==> config.mk <==
export PLATFORM = sky130hd
export DESIGN_NAME = operand_entry
export DESIGN_NICKNAME = d
export VERILOG_FILES = /design/src/rtl/operand_entry.sv
export SDC_FILE = /design/constraint.sdc
export NUM_CORES = 1
export LEC_CHECK = 0
export CORE_MARGIN = 8
export CORE_UTILIZATION = 55
export DETAILED_ROUTE_END_ITERATION = 8
export PLACE_DENSITY = 0.9
export SLEW_MARGIN = 40
export SYNTH_ARGS = -nofsm -noshare
export SYNTH_HDL_FRONTEND = slang
export SYNTH_SLANG_ARGS = --single-unit
==> constraint.sdc <==
create_clock -name clk -period 3.5 [get_ports clk]
set_clock_uncertainty 0.15 [all_clocks]
set_input_delay 0.35 -clock clk [delete_from_list [all_inputs] [get_ports clk]]
set_output_delay 0.35 -clock clk [all_outputs]
set_load 0.005 [all_outputs]
==> src/rtl/operand_entry.sv <==
// rtl/operand_entry.sv - hex keypad operand entry with hold/handshake to a 16-bit unit
//
// Collects up to MAX_DIGITS hex digits into a 16-bit operand, supports CLEAR
// and BACKSPACE, and offers the result downstream on ENTER until accepted.
//
// Ports:
//   clk          rising-edge clock
//   rst_n        asynchronous active-low reset
//   key_valid    key_code is valid this cycle
//   key_code     0-15 digit, 16 CLEAR, 17 BACKSPACE, 18 ENTER, 19-31 reserved
//   op_ready     downstream accepts the offered operand
//   operand      operand being entered or held (registered)
//   digit_count  number of digits entered (registered)
//   op_valid     operand offered downstream (state HOLD)
//   key_err      one-cycle pulse for a rejected key (registered)
module operand_entry #(
  parameter int MAX_DIGITS = 4
) (
  input  logic        clk,
  input  logic        rst_n,
  input  logic        key_valid,
  input  logic [4:0]  key_code,
  input  logic        op_ready,
  output logic [15:0] operand,
  output logic [2:0]  digit_count,
  output logic        op_valid,
  output logic        key_err
);

  typedef enum logic [1:0] {IDLE, ENTRY, HOLD} state_e;

  localparam logic [2:0] MaxCount = 3'(MAX_DIGITS);

  state_e      state_q, state_d;
  logic [15:0] operand_q, operand_d;
  logic [2:0]  count_q, count_d;
  logic        key_err_q, key_err_d;

  logic is_digit, is_clr, is_bs, is_ent, is_rsv;

  assign is_digit = key_valid && (key_code[4] == 1'b0);
  assign is_clr   = key_valid && (key_code == 5'd16);
  assign is_bs    = key_valid && (key_code == 5'd17);
  assign is_ent   = key_valid && (key_code == 5'd18);
  assign is_rsv   = key_valid && (key_code > 5'd18);

  // State and datapath registers
  always_ff @(posedge clk or negedge rst_n) begin
    if (!rst_n) begin
      state_q   <= IDLE;
      operand_q <= 16'h0000;
      count_q   <= 3'd0;
      key_err_q <= 1'b0;
    end else begin
      state_q   <= state_d;
      operand_q <= operand_d;
      count_q   <= count_d;
      key_err_q <= key_err_d;
    end
  end

  // Next-state logic; CLEAR overrides everything, including a same-cycle transfer
  always_comb begin
    state_d = state_q;
    if (is_clr) begin
      state_d = IDLE;
    end else begin
      unique case (state_q)
        IDLE: begin
          if (is_digit)    state_d = ENTRY;
          else if (is_ent) state_d = HOLD;
        end
        ENTRY: begin
          if (is_ent)                          state_d = HOLD;
          else if (is_bs && count_q == 3'd1)   state_d = IDLE;
        end
        HOLD: begin
          if (op_ready) state_d = IDLE;
        end
        default: state_d = IDLE;
      endcase
    end
  end

  // Datapath / output next values
  always_comb begin
    operand_d = operand_q;
    count_d   = count_q;
    key_err_d = 1'b0;
    if (is_rsv) begin
      key_err_d = 1'b1;
    end else if (is_clr) begin
      operand_d = 16'h0000;
      count_d   = 3'd0;
    end else begin
      unique case (state_q)
        IDLE: begin
          // A fresh digit discards any operand retained from a transfer
          if (is_digit) begin
            operand_d = {12'h000, key_code[3:0]};
            count_d   = 3'd1;
          end
        end
        ENTRY: begin
          if (is_digit) begin
            if (count_q >= MaxCount) begin
              key_err_d = 1'b1;
            end else begin
              operand_d = {operand_q[11:0], key_code[3:0]};
              count_d   = count_q + 3'd1;
            end
          end else if (is_bs) begin
            operand_d = (count_q == 3'd1) ? 16'h0000 : (operand_q >> 4);
            count_d   = count_q - 3'd1;
          end
        end
        HOLD: begin
          if (is_digit || is_bs || is_ent) key_err_d = 1'b1;
        end
        default: ;
      endcase
    end
    // Transfer clears the count but keeps the operand; CLEAR result wins
    if (state_q == HOLD && op_ready && !is_clr) count_d = 3'd0;
  end

  assign operand     = operand_q;
  assign digit_count = count_q;
  assign op_valid    = (state_q == HOLD);
  assign key_err     = key_err_q;

endmodule

Word-level counts from Yosys, hierarchy flattened --
Cells that the tools add are included.
Word-level totals: bits in registers 22, RAM bits 0, bits in latches 0, word-level logic and storage cells 71, bits of input ports 9, output and inout port bits 21, memories kept 0, ROM bits 0
Cells by class: add/sub/neg operators 2, $lt $le $gt $ge 2, reduce and logical (&&, ||, !) cells 17, muxes and demuxes 28, shift-type cells 0, divide/modulo/power cells 0, equal/unequal tests 16, bitwise operators 2, multipliers 0
Operators with widths (number):
- $mux W16 | 5
- $pmux W16 S2 | 1
- $mux W3 | 7
- $ne A4 B4 Y1 const B | 5
- $eq A5 B5 Y1 const B | 3
- $mux W12 | 1
- $mux W2 | 6
- $ne A5 B5 Y1 const B | 2
- $reduce_and A5 Y1 | 2
- $logic_and A1 B1 Y1 | 8
- $pmux W2 S3 | 1
- $pmux W3 S2 | 1
- $gt A5 B5 Y1 const B | 1
- $mux W1 | 5
- $reduce_bool A4 Y1 | 1
- $add A3 B1 Y3 const B | 1
- $eq A3 B1 Y1 const B | 1
- $ge A3 B3 Y1 const B | 1
- $ne A3 B2 Y1 const B | 1
- $ne A3 B3 Y1 const B | 1
- $reduce_and A3 Y1 | 1
- $reduce_bool A3 Y1 | 1
- $sub A3 B1 Y3 const B | 1
- $eq A2 B1 Y1 const B | 1
- 7 further kinds | 9

Longest topological paths before layout --
Gate-level depths: netlist (run 1).
depth in word-level cells 8, gate-level depth with buffers 9, gate-level depth less buffers 7

Worst setup path before layout (run 1) --
Ideal clock, no wire load.
kind input to register, start point input port key_code[2], end point register operand_q[0], in the netlist operand[0], setup slack 1.375 ns, library setup time 0.125 ns, path buffers 3, cell stages on the path 8, arrival 1.850 ns, data required time 3.225 ns, cell sequence nand4bb_4 or3_1 buf_2 a21oi_1 o21a_4 buf_8 buf_12 mux2_4
On the way: word-level cells in the longest chain between the ends 4, elaborated cells on any way between the ends 13, those cells by class 1 x order compare; 5 x eq/ne; 1 x mux; 1 x bitwise; 5 x reduce/logical
Ends and longest elaborated chain:
- start, declared | RTL line 22 | input logic [4:0] key_code,
- $gt A5 B5 Y1, or another cell as far along | RTL line 45 | assign is_rsv = key_valid && (key_code > 5'd18);
- $logic_and A1 B1 Y1 (on tied branches) | RTL line 45, 42, 43
- $not A1 Y1 (no line), or another cell as far along
- $reduce_and A5 Y1 (no line)
- end signal, assigned | RTL line 56 | operand_q <= operand_d;
- end, declared | RTL line 35 | logic [15:0] operand_q, operand_d;
Several ways; a longest one is shown, not always the timed one. A chain may end at the register's enable or synchronous reset.

Worst setup path after layout (run 1) --
start point input port key_code[4], end point register operand_q[6], in the netlist operand[6]
On the way: word-level cells in the longest chain between the ends 5, elaborated cells on any way between the ends 17, those cells by class 1 x order compare; 5 x eq/ne; 3 x mux; 2 x bitwise; 6 x reduce/logical
Ends and longest elaborated chain:
- branches (longest 5 deep; another with $gt A5 B5 Y1)
Parallel ways; which one is timed is not known.

==> results.md, run 1 <==
* GRT Total Usage at 0.159
* Core footprint at about 2700 sq um
* Max Buffers Root-to-Sink at 2
* Vert. Die Dim at approximately 68 um
* Final TNS setup at 0 ns
* Final Hold Fails at 0
* Tmin final at between 2 and 2.5 ns
* Via density at ~6.2
* Actual slew at the worst max-slew pin at ~0.7 ns
* First-pass GRT wire length at between 5000 and 6000 um
* P&R area growth vs syn at 19.9%
* Worst path bufs/invs at 1
* Number of flops mapped to enable cells by yosys at 0
* Setup slack after layout at ~1 ns
* Critical Path Slowest Stage Cell: clkdlybuf4s50_1
* Pre-CTS WS at around 0.7 ns
* Remaining antenna violation count at 0
* Fill cells at around 210
* Congestion Overflow GR at 0
* Die X at slightly below 70 um
* Final instance area at about 1800 sq um
* Type of destination of the critical path: flip-flop
* H-tree levels at 1
* Max-slew headroom at 0.527
* CP peak stage delay at around 0.56 ns
* Ant diodes at 0
* Crit share post-route at 0.712
* Setup CP Type: primary input to flip-flop
* R2R Setup Slk at between 1 and 1.5 ns
* Unrepaired setup endpoints after global routing: no
* WP data required at 3.55 ns
* Crit-path cells: clkdlybuf4s50_1, and2b_1, nand3_1, o311a_4, o21a_4, mux2_2
* Cell Rows at 19
* Via count at ~1300
* DRC viols at 0
* Fmax at about 400 MHz
* Cell family with most CP delay: simple AND/OR/NAND/NOR gates
* Initial antenna violation count at 0
* Total CTS buffers at 3
* Max-slew violation count at 0
* Clock latency on the worst-skew pair at approximately 0.30 ns
* Area after DPL at 1730 sq um
* Critical path startpoint category: primary input
* Final core utilization at 0.675
* Crit path max fanout at 19
* Layout cell share with drive strength beyond 1 at 0.145
* DR WL/cell at between 15 and 20 um
* Root buffer cell: clkbuf_4
* Final GP Congestion at around 0.83
* Hpwl dp at about 2600 um
* Max-Cap Viols at 0
* # clock sinks at 22
* Die Area at 4650 sq um
* Count of cell types in the netlist at between 40 and 50
* Largest net degree at the start of global routing at 23
* Initial core utilization at 0.563
* Post-synthesis sequential area ratio at 0.367
* Syn Inst Count at ~150
* Syn Area/Cell at ~10 sq um
* # IOs at 30
* Flop and latch count out of synthesis at 22
* Worst IR Drop VDD at 436 uV
* Mapped Area at approximately 1500 sq um
* Outcome: finished clean
* Commonest non-fill, non-tap cell in the layout: clkdlybuf4s50_1
* Final Setup Violations at 0
* Worst hold slack at between 0.3 and 0.4 ns
* R2R Path Start: state_q[1]$_DFFE_PN0P_
* P_leak at roughly 0.77 nW
* Nets at 190
* Number of global-route vias before repair at about 1200
* HP Class: primary input to asynchronous set/reset pin
* Initial DRC Count at 107
* Port Buf Inserts at 29
* Syn_nets at around 170
* CTS tree: done
* Synth warnings at 0
* Most frequent cells in the layout: 28 x clkdlybuf4s50_1, 22 x dfrtp_1, 15 x nand2_1, 12 x nor2_1, 9 x inv_1
* Pwr Density at 619 nW/um^2
* FF-to-FF End: operand[6]$_DFFE_PN0P_
* Worst r2r path cells at 5
* CTS clk-pin slew, worst paths at around 0.12 ns
* Final WL at roughly 3600 um
* Post-synthesis async set-or-reset flop share at 1.00
* DR pass1 iterations at 4
* Most used DFF post-synth: dfrtp_1
* Worst EP arrival at about 2.5 ns
[what timing repair did]
item,CTS,global route
buffers inserted,0,0
hold buffers,1,0
gates resized for setup,0,0
endpoints found under the hold margin,22,0
[power by group]
part           total [mW]  switching [mW]  internal [mW]
clock network       0.191          0.0756          0.116
registers           0.359          0.0534          0.306
logic               0.561           0.276          0.285
total                1.11           0.405          0.707
[per-stage QoR]
stage	total power [mW]	instances
after detailed placement	0.921	199
after global routing	1.18	204
after CTS	1.12	204
final	1.11	204
after floorplan	0.773	149
after global placement	0.894	199
[logic make-up (layout without fill, tap and decap cells)]
kind of cell             count (synthesis)  after routing  synth area share
XOR/XNOR                                 1              1           0.00584
AND/OR/NAND/NOR                         49             49             0.179
AO/OA/AOI/OAI                           35             35             0.178
buffers and inverters                   20             44            0.0868
adder cells (fa/ha/maj)                  7              7            0.0584
multiplexers                            15             15             0.125
flip-flops                              22             22             0.367
[worst reg2reg max path: cells and delay by family, from the launching register on]
kind	cells	cell delay (ns)
compound gates	2	0.65
fa+ha+maj	1	0.56
flops	1	0.41
mux	1	0.37
buf+inv	1	0.12
[per-layer routing]
| layer | GRT usage | wire length, um | part of all wire | up-vias |
|---|---|---|---|---|
| met5 | 0 | 0 | 0 | - |
| met4 | 0.0512 | 34 | 0.0095 | 0 |
| met3 | 0.0442 | 237 | 0.067 | 4 |
| met2 | 0.267 | 1730 | 0.49 | 47 |
| met1 | 0.192 | 1560 | 0.44 | 632 |
| li1 | - | - | - | 580 |
[synthesized netlist by cell type, types with 2 or more instances]
| library cell | instances | area share |
|---|---|---|
| nor2_1 | 12 | 0.030 |
| clkbuf_1 | 4 | 0.010 |
| nand2_1 | 15 | 0.038 |
| ha_1 | 7 | 0.058 |
| o41ai_1 | 2 | 0.012 |
| mux2i_1 | 3 | 0.020 |
| dfrtp_1 | 22 | 0.37 |
| mux2_4 | 6 | 0.060 |
| a21oi_1 | 7 | 0.023 |
| o21ai_0 | 6 | 0.020 |
| nand3_1 | 3 | 0.010 |
| a22oi_1 | 8 | 0.040 |
| inv_1 | 9 | 0.023 |
| nand2b_1 | 2 | 0.0083 |
| nand4_1 | 8 | 0.033 |
| mux2_2 | 6 | 0.045 |
| buf_6 | 3 | 0.023 |
[registers in the layout, indices dropped and copies added, names as in the netlist]
signal       flops
state_q          2
digit_count      3
operand         16
key_err          1
[final cells by class]
class | instances | area [sq um] | share of cell area
multi-input cells | 107 | 818 | 0.455
flip-flops and latches | 22 | 551 | 0.306
repair buffers | 31 | 303 | 0.169
well taps | 31 | 38.8 | 0.0216
inverters | 9 | 33.8 | 0.0188
clock inverters | 1 | 30.0 | 0.0167
clock buffers | 3 | 22.5 | 0.0125
[worst max path at each step]
stage                      startpoint                      to  slack (ns)  cells after the start
final                     key_code[4]  operand[6]$_DFFE_PN0P_        1.01                      6
after global routing      key_code[4]  operand[8]$_DFFE_PN0P_        0.94                      6
after CTS                 key_code[4]  operand[9]$_DFFE_PN0P_        1.04                      6
after detailed placement  key_code[4]  operand[9]$_DFFE_PN0P_        0.71                      6
after global placement    key_code[4]  operand[4]$_DFFE_PN0P_        0.79                      6
after floorplan           key_code[2]  operand[0]$_DFFE_PN0P_        1.38                      8
(Power assumes the default switching activity.)
==> inputs of run 2 (changes only) <==
--- a/config.mk
+++ b/config.mk
@@ -6,9 +6,9 @@
 export NUM_CORES = 1
 export LEC_CHECK = 0
 export CORE_MARGIN = 8
-export CORE_UTILIZATION = 55
+export CORE_UTILIZATION = 51
 export DETAILED_ROUTE_END_ITERATION = 8
-export PLACE_DENSITY = 0.9
+export PLACE_DENSITY = 0.85
 export SLEW_MARGIN = 40
 export SYNTH_ARGS = -nofsm -noshare
 export SYNTH_HDL_FRONTEND = slang
==> constraint.sdc (replaced) <==
create_clock -name clk -period 2.3 [get_ports clk]
set_clock_uncertainty 0.15 [all_clocks]
set_input_delay 0.23 -clock clk [delete_from_list [all_inputs] [get_ports clk]]
set_output_delay 0.23 -clock clk [all_outputs]
set_load 0.005 [all_outputs]
==> run 2 against run 1 <==
Hold slack worse by 0.28 ns. Non-clock buffer count is 15 higher. Setup slack worse by 0.76 ns. Sequential share of layout area is 1.8 points lower. Register-to-register slack worse by 0.89 ns. Global-route usage is 1.5 points lower. Critical path depth stayed put. Core utilization is 1.3 points higher. Clock-buffer cell count stayed put. Design area is 6.4% higher. Via count is 1.7% higher. First-iteration DRC count is 4.7% lower. Critical endpoint is now operand[7]$_DFFE_PN0P_. Largest power group unchanged.
==> results.md, run 2 (synthesized netlist as in run 1, its figures left out) <==
* Type of destination of the critical path: flip-flop
* Crit-path cells: clkdlybuf4s50_1, nand4bb_4, or3_1, a21oi_1, o21a_4, mux2_2
* Combinational Power Share at 0.519
* Unrepaired setup endpoints after global routing: no
* Clock latency on the worst-skew pair at 0.31 ns
* Clock group share of total power at 0.169
* Max Buffers Root-to-Sink at 2
* Tmin final at a little over 2 ns
* WP data required at between 2 and 2.5 ns
* CP peak stage delay at roughly 0.55 ns
* Initial antenna violation count at 0
* Commonest non-fill, non-tap cell in the layout: clkdlybuf4s50_1
* # IOs at 30
* Fmax at a little under 500 MHz
* DR pass1 iterations at 5
* Number of global-route vias before repair at between 1000 and 1500
* GRT Total Usage at 0.144
* Max-slew violation count at 0
* Die X at 70.2 um
* Layout cell share with drive strength beyond 1 at 0.213
* Max-slew headroom at 0.738
* Worst IR Drop VDD at ~700 uV
* Outcome: finished clean
* Critical path startpoint category: primary input
* Via density at slightly below 6
* Worst path bufs/invs at 1
* Initial DRC Count at between 100 and 150
* Die Area at between 4000 and 5000 sq um
* First-pass GRT wire length at 6040 um
* Pwr Density at 910 nW/um^2
* Total power draw at ~1.7 mW
* P_leak at about 0.84 nW
* Port Buf Inserts at 29
* Cell Rows at 19
* Vert. Die Dim at about 70 um
* CTS Hold Bufs at 0
* CTS tree: done
* DRC viols at 0
* Final Hold Fails at 0
* Post-CTS setup buffers at 0
* Final Setup Violations at 0
* Worst hold slack at 0.103 ns
* Nets at between 200 and 250
* Fill cells at between 200 and 250
* Final core utilization at 0.687
* Initial core utilization at 0.539
* Remaining antenna violation count at 0
* Part of the power in registers at 0.311
* Cell family with most CP delay: buffers and inverters
* CTS clk-pin slew, worst paths at between 0.1 and 0.15 ns
* Footprint of the multi-input gates at ~820 sq um
* DR WL/cell at about 17 um
* FF+latch area at 551 sq um
* # clock sinks at 22
* Final WL at 3660 um
* Core footprint at 2780 sq um
* Crit path max fanout at 16
* Root buffer cell: clkbuf_4
* Switching Share at 0.359
* Total CTS buffers at 3
* HP Class: primary input to asynchronous set/reset pin
* PostCTS Resize Cnt at 0
* Via count at about 1300
* Most frequent cells in the layout: 29 x clkdlybuf4s50_1, 22 x dfrtp_1, 17 x buf_4, 15 x nand2_1, 12 x nor2_1
* H-tree levels at 1
* Largest net degree at the start of global routing at 23
* Final GP Congestion at around 0.85
* P&R area growth vs syn at 27.5%
* Actual slew at the worst max-slew pin at 0.392 ns
* Worst EP arrival at between 2 and 2.5 ns
* Max-Cap Viols at 0
* Congestion Overflow GR at 0
* Hpwl dp at 2750 um
* Critical Path Slowest Stage Cell: clkdlybuf4s50_1
* Crit share post-route at 0.893
* Max reg flops at 16
* Int Pwr at between 1 and 1.5 mW
* P_sw at just over 0.6 mW
* Ant diodes at 0
* Setup CP Type: primary input to flip-flop
-- run 2: path summary, 6_finish.rpt --
kind	endpoint	from	slack, ns	cells past startpoint
worst max-delay path	operand[7]$_DFFE_PN0P_	key_code[4]	0.25	6
worst min-delay path	operand[5]$_DFFE_PN0P_	rst_n	0.10	2
worst max register to register	operand[7]$_DFFE_PN0P_	state_q[1]$_DFFE_PN0P_	0.26	5
worst min register to register	operand[2]$_DFFE_PN0P_	operand[2]$_DFFE_PN0P_	0.41	1
max in group asynchronous	operand[14]$_DFFE_PN0P_	rst_n	1.68	2
min in group clk	operand[2]$_DFFE_PN0P_	operand[2]$_DFFE_PN0P_	0.41	1
-- run 2: area by class of cell --
type                            instances  area share
Timing Repair Buffer                   46       0.219
Sequential cell                        22       0.288
Tap cell                               31      0.0203
Multi-Input combinational cell        107       0.428
Inverter                                9      0.0177
Clock buffer                            3      0.0118
Clock inverter                          1      0.0157
-- run 2: power groups by stage --
stage / logic [mW] / registers (mW) / clock network [mW]
after global routing: 0.986 / 0.555 / 0.318
after detailed placement: 0.898 / 0.551 / 0
after floorplan: 0.637 / 0.540 / 0
after global placement: 0.874 / 0.545 / 0
after CTS: 0.906 / 0.542 / 0.300
final: 0.903 / 0.542 / 0.294
-- run 2: through the flow --
stage | setup TNS [ns] | area (sq um) | worst slack, ns | std cells
after detailed placement | -0.676 | 1860 | -0.0833 | 215
final | 0 | 1910 | 0.246 | 219
after global placement | -0.0604 | 1860 | -0.0107 | 215
after floorplan | 0 | 1500 | 0.261 | 149
after global routing | 0 | 1910 | 0.0888 | 219
after CTS | 0 | 1910 | 0.256 | 219
-- run 2: routing by layer --
metal  global-route usage  up-vias  share of wire
met5                    0        -              0
met1                0.176      627           0.43
met2                0.245       47           0.51
met3               0.0268        2          0.058
met4               0.0513        0         0.0052
li1                     -      609              -
==> inputs of run 3 (changes only) <==
--- a/config.mk
+++ b/config.mk
@@ -7,6 +7,7 @@
 export LEC_CHECK = 0
 export CORE_MARGIN = 8
 export CORE_UTILIZATION = 51
+export CTS_CLUSTER_SIZE = 14
 export DETAILED_ROUTE_END_ITERATION = 8
 export PLACE_DENSITY = 0.85
 export SLEW_MARGIN = 40
==> constraint.sdc (replaced) <==
create_clock -name clk -period 2.3 [get_ports clk]
set_clock_uncertainty 0.15 [all_clocks]
set_input_delay 0.23 -clock clk [delete_from_list [all_inputs] [get_ports clk]]
set_output_delay 0.23 -clock clk [all_outputs]
set_load 0.1 [all_outputs]
==> run 3 against run 2 <==
Hold slack better by 0.0045 ns. Register-to-register slack worse by 0.02 ns. Total power rose by 31%. Clock power increased by 2%. Sequential share of layout area up 0.92 points. Global-route usage grew 0.64 points. Critical path type is now flip-flop to flip-flop. Highest routed layer unchanged.
==> results.md, run 3 (synthesized netlist as in run 1, its figures left out) <==
* Outcome: finished clean
* Type of destination of the critical path: flip-flop
* Max-Cap Viols at 0
* Final Hold Fails at 0
* Max reg flops at 16
* Tmin final at ~2.1 ns
* # IOs at 30
* First-pass GRT wire length at roughly 6300 um
* Via count at 1301
* Core footprint at 2780 sq um
* Port Buf Inserts at 29
* Most frequent cells in the layout: 38 x buf_4, 19 x dfrtp_1, 15 x nand2_1, 12 x nor2_1, 9 x inv_1
* Fmax at 484 MHz
* HP Class: primary input to asynchronous set/reset pin
* Nets at a little over 200
* Finished Layout Cells at around 220
* Via density at about 5.9
* WP data required at between 2 and 2.5 ns
* Congestion Overflow GR at 0
* Initial DRC Count at 98
* Critical path startpoint category: flip-flop
* Die Area at roughly 4900 sq um
* Final GP Congestion at between 0.8 and 0.9
* Met3 Track Usage GR at 0.0240
* Vert. Die Dim at 70.2 um
* M1 GR Usage at 0.178
* Max-slew headroom at 0.732
* Remaining antenna violation count at 0
* H-tree levels at 1
* Largest net degree at the start of global routing at 23
* Worst EP arrival at around 2.1 ns
* # clock sinks at 22
* PostCTS Resize Cnt at 0
* Actual slew at the worst max-slew pin at ~0.4 ns
* Fill cells at 229
* Total CTS buffers at 3
* Ant diodes at 0
* Post-CTS setup buffers at 0
* Met2 track demand over resource at 0.251
* Max-slew violation count at 0
* Final Setup Violations at 0
* Cell Rows at 19
* CTS clk-pin slew, worst paths at ~0.13 ns
* P&R area growth vs syn at 24.5%
* Worst IR Drop VDD at between 700 and 800 uV
* Busiest grt layer: met2
* Clock latency on the worst-skew pair at ~0.32 ns
* P_leak at around 0.87 nW
* Root buffer cell: clkbuf_4
* Number of placed instances with taps included at roughly 220
* Hpwl dp at 2680 um
* DR pass1 iterations at 4
* Max Buffers Root-to-Sink at 2
* Initial antenna violation count at 0
* DR WL/cell at roughly 17 um
* CTS tree: done
* Setup CP Type: flip-flop to flip-flop
* Commonest non-fill, non-tap cell in the layout: buf_4
* Number of global-route vias before repair at 1339
* CTS Hold Bufs at 0
* Pwr Density at roughly 1200 nW/um^2
* GRT Total Usage at 0.150
* Die X at 70.2 um
* Crit share post-route at 0.898
* Unrepaired setup endpoints after global routing: no
* Layout cell share with drive strength beyond 1 at 0.346
* DRC viols at 0
* Initial core utilization at 0.539
* Final WL at between 3000 and 4000 um
* Crit path max fanout at 16
* Final core utilization at 0.671
## run 3: worst max-delay path: stages (launching register included)
cell	delay (ns)
dfrtp_1	0.40
inv_1	0.10
ha_1	0.31
nand3_1	0.16
o311a_4	0.21
o21a_4	0.27
mux2_2	0.37
## run 3: stage by stage
stage                     power, mW  setup TNS, ns  cell area [sq um]  hold WS, ns  setup slack [ns]
after floorplan                1.73              0               1510       -0.216             0.185
after global placement         1.95         -0.112               1810        0.372           -0.0191
after detailed placement       1.98         -0.504               1810        0.390           -0.0722
after CTS                      2.28              0               1870        0.102             0.251
after global routing           2.38              0               1870        0.114             0.102
final                          2.28              0               1870        0.107             0.236
## run 3: path summary, 6_finish.rpt
path,start,end,slack (ns),cells after the start
min reg2reg,operand[2]$_DFFE_PN0P_,operand[2]$_DFFE_PN0P_,0.41,1
max reg2reg,state_q[1]$_DFFE_PN0P_,operand[9]$_DFFE_PN0P_,0.24,6
min in group clk,operand[2]$_DFFE_PN0P_,operand[2]$_DFFE_PN0P_,0.41,1
max,state_q[1]$_DFFE_PN0P_,operand[9]$_DFFE_PN0P_,0.24,6
min,rst_n,operand[11]$_DFFE_PN0P_,0.11,2
max in group asynchronous,rst_n,digit_count[2]$_DFFE_PN0P_,1.65,2
## run 3: area by class of cell
type | instances | area, sq um | area share
multi-input combinational | 107 | 821 | 0.440
clock inverter | 1 | 30.0 | 0.0161
tap | 31 | 38.8 | 0.0208
timing repair buffer | 46 | 365 | 0.196
sequential | 22 | 554 | 0.297
inverter | 9 | 33.8 | 0.0181
clock buffer | 3 | 22.5 | 0.0121
## run 3: per-layer routing
metal  vias up  share of wire  routed length (um)
li1        613              -                   -
met1       642           0.43                1610
met2        41           0.50                1880
met3         5          0.056                 212
met4         0          0.014                  51
met5         -              0                   0
## run 3: power breakdown
part	total, mW	internal [mW]	switching [mW]	leakage (nW)
Clock	0.301	0.176	0.125	0.0279
Sequential	0.554	0.470	0.0841	0.288
Combinational	1.42	0.447	0.975	0.557
==> RTL change (settings of run 3) <==
The 3 states of `state_e` get a one-hot encoding in 3 bits.
--- a/src/rtl/operand_entry.sv
+++ b/src/rtl/operand_entry.sv
@@ -27,7 +27,7 @@
   output logic        key_err
 );
 
-  typedef enum logic [1:0] {IDLE, ENTRY, HOLD} state_e;
+  typedef enum logic [2:0] {IDLE = 3'b001, ENTRY = 3'b010, HOLD = 3'b100} state_e;
 
   localparam logic [2:0] MaxCount = 3'(MAX_DIGITS);
 
Formal check against the unedited RTL: no difference found for any inputs over 4 cycles, from zero or initial values and one cycle with rst_n low; so few cycles prove little.
==> RTL change against run 3 <==
- area after synthesis down 4.7%
- utilization up 2.0 points
- routed wire length down 4.4%
- sequential cell count up 1
- cell area up 0.34%
- hold slack worse by 0.019 ns
- setup slack worse by 0.13 ns
Power is not compared: it rests on default switching activity, and its combinational part moved more than twofold at a synthesized area within 25%.
==> RTL change: results (changes against run 3) <==
Status -> complete, no violations
Synthesized area per cell -> 9.85 um^2 (-2.0%)
Post-Place Cells -> 222 (+3.3%)
Estimated wirelength of the detail-placed design -> 2750 um (+2.6%)
M1 GR Usage -> 0.201 (+0.0226)
Xor/xnor share of the synthesized area -> 0.0123 (+0.00642)
ANT cells -> 0 (unchanged)
Family with the most delay on the worst path -> flip-flops
First-pass GRT wire length -> 5890 um (-5.8%)
Nets -> 209 (+2.0%)
Root buffer cell -> clkbuf_4
Seq/Total Area, Yosys -> 0.404 (+0.0364)
Wire length per cell -> 15.9 um (-7.4%)
Max stage delay on crit path -> 0.58 ns (+0.18 ns)
Worst Path Arrival -> 2.26 ns (+0.13 ns)
Top cells by area, synth -> dfrtp_1 (39%), mux2_2 (6.3%), mux2i_1 (4.9%)
Initial antenna violation count -> 0 (unchanged)
Post-synthesis mux area share -> 0.154 (+0.0289)
Vias/cell -> 5.69 (-4.2%)
Layout cell share with drive strength beyond 1 -> 0.385 (+0.0389)
Final GP Congestion -> 0.884 (+0.36%)
Yosys Warn Count -> 0 (unchanged)
Total GRT Usage -> 0.160 (+0.0102)
Post-synthesis compound-gate area fraction -> 0.169 (-0.00879)
Number of distinct library cells after synthesis -> 36 (-16%)
Static leakage power -> 0.843 nW
Non-filler cells, final -> 226 (+3.2%)
Slowest cell on crit path -> dfstp_2
Vias in the first global route -> 1269 (-5.2%)
Place WS -> -0.207 ns (-0.135 ns)
Rel. slew slack -> 0.597 (-0.135)
Largest net degree at the start of global routing -> 24 (+4.3%)
Pre-antenna DRT Iters -> 5 (+1)
Starting DRT DRC Count -> 74 (-24%)
## RTL change: cell types whose count changed after synthesis, sizes merged, moves of 3 or more
cell	change
a21oi	+7
nand4	-8
mux2i	+4
ha	-3
nand2	+4
nor2	+3
nor2b	+3
buf	-5
## RTL change: area by class of cell
cell class,instances,area (um^2)
fill,201,838
tap,31,38.8
timing repair buffer,51,415
sequential,23,581
multi-input combinational,108,776
clock buffer,3,22.5
inverter,9,33.8
clock inverter,1,5.00
## RTL change: metal layers
metal  wire length, um  share of wire
met5                 0              0
met4                54          0.015
met3               208          0.058
met2              1820           0.51
met1              1510           0.42
## RTL change: through the flow
step	instance area, um^2	hold WS [ns]
final	1870	0.0880
after global routing	1870	0.102
after CTS	1870	0.103
after detailed placement	1840	0.382
after global placement	1840	0.372
after floorplan	1440	-0.216
## RTL change: worst register-to-register path, stage by stage, from the launching register on
cell and delay, ns:
dfstp_2 0.58, or3b_1 0.23, nor2_4 0.06, a221o_2 0.37, a21oi_4 0.19, buf_12 0.18, mux2_2 0.34
## RTL change: final timing paths
kind / start / end / slack (ns) / cells after the start
min in group clk: operand[13] / operand[13] / 0.40 / 2
min: rst_n / state_q[1] / 0.09 / 2
max: state_q[0] / operand[3] / 0.11 / 6
max in group asynchronous: rst_n / state_q[0] / 1.63 / 2
min reg2reg: operand[13] / operand[13] / 0.40 / 2
max reg2reg: state_q[0] / operand[3] / 0.11 / 6
## RTL change: power breakdown
group | internal (mW) | leakage [nW] | switching [mW]
clock | 0.0651 | 0.0177 | 0.134
sequential | 0.449 | 0.298 | 0.0395
combinational | 0.176 | 0.527 | 0.420
total | 0.690 | 0.843 | 0.594
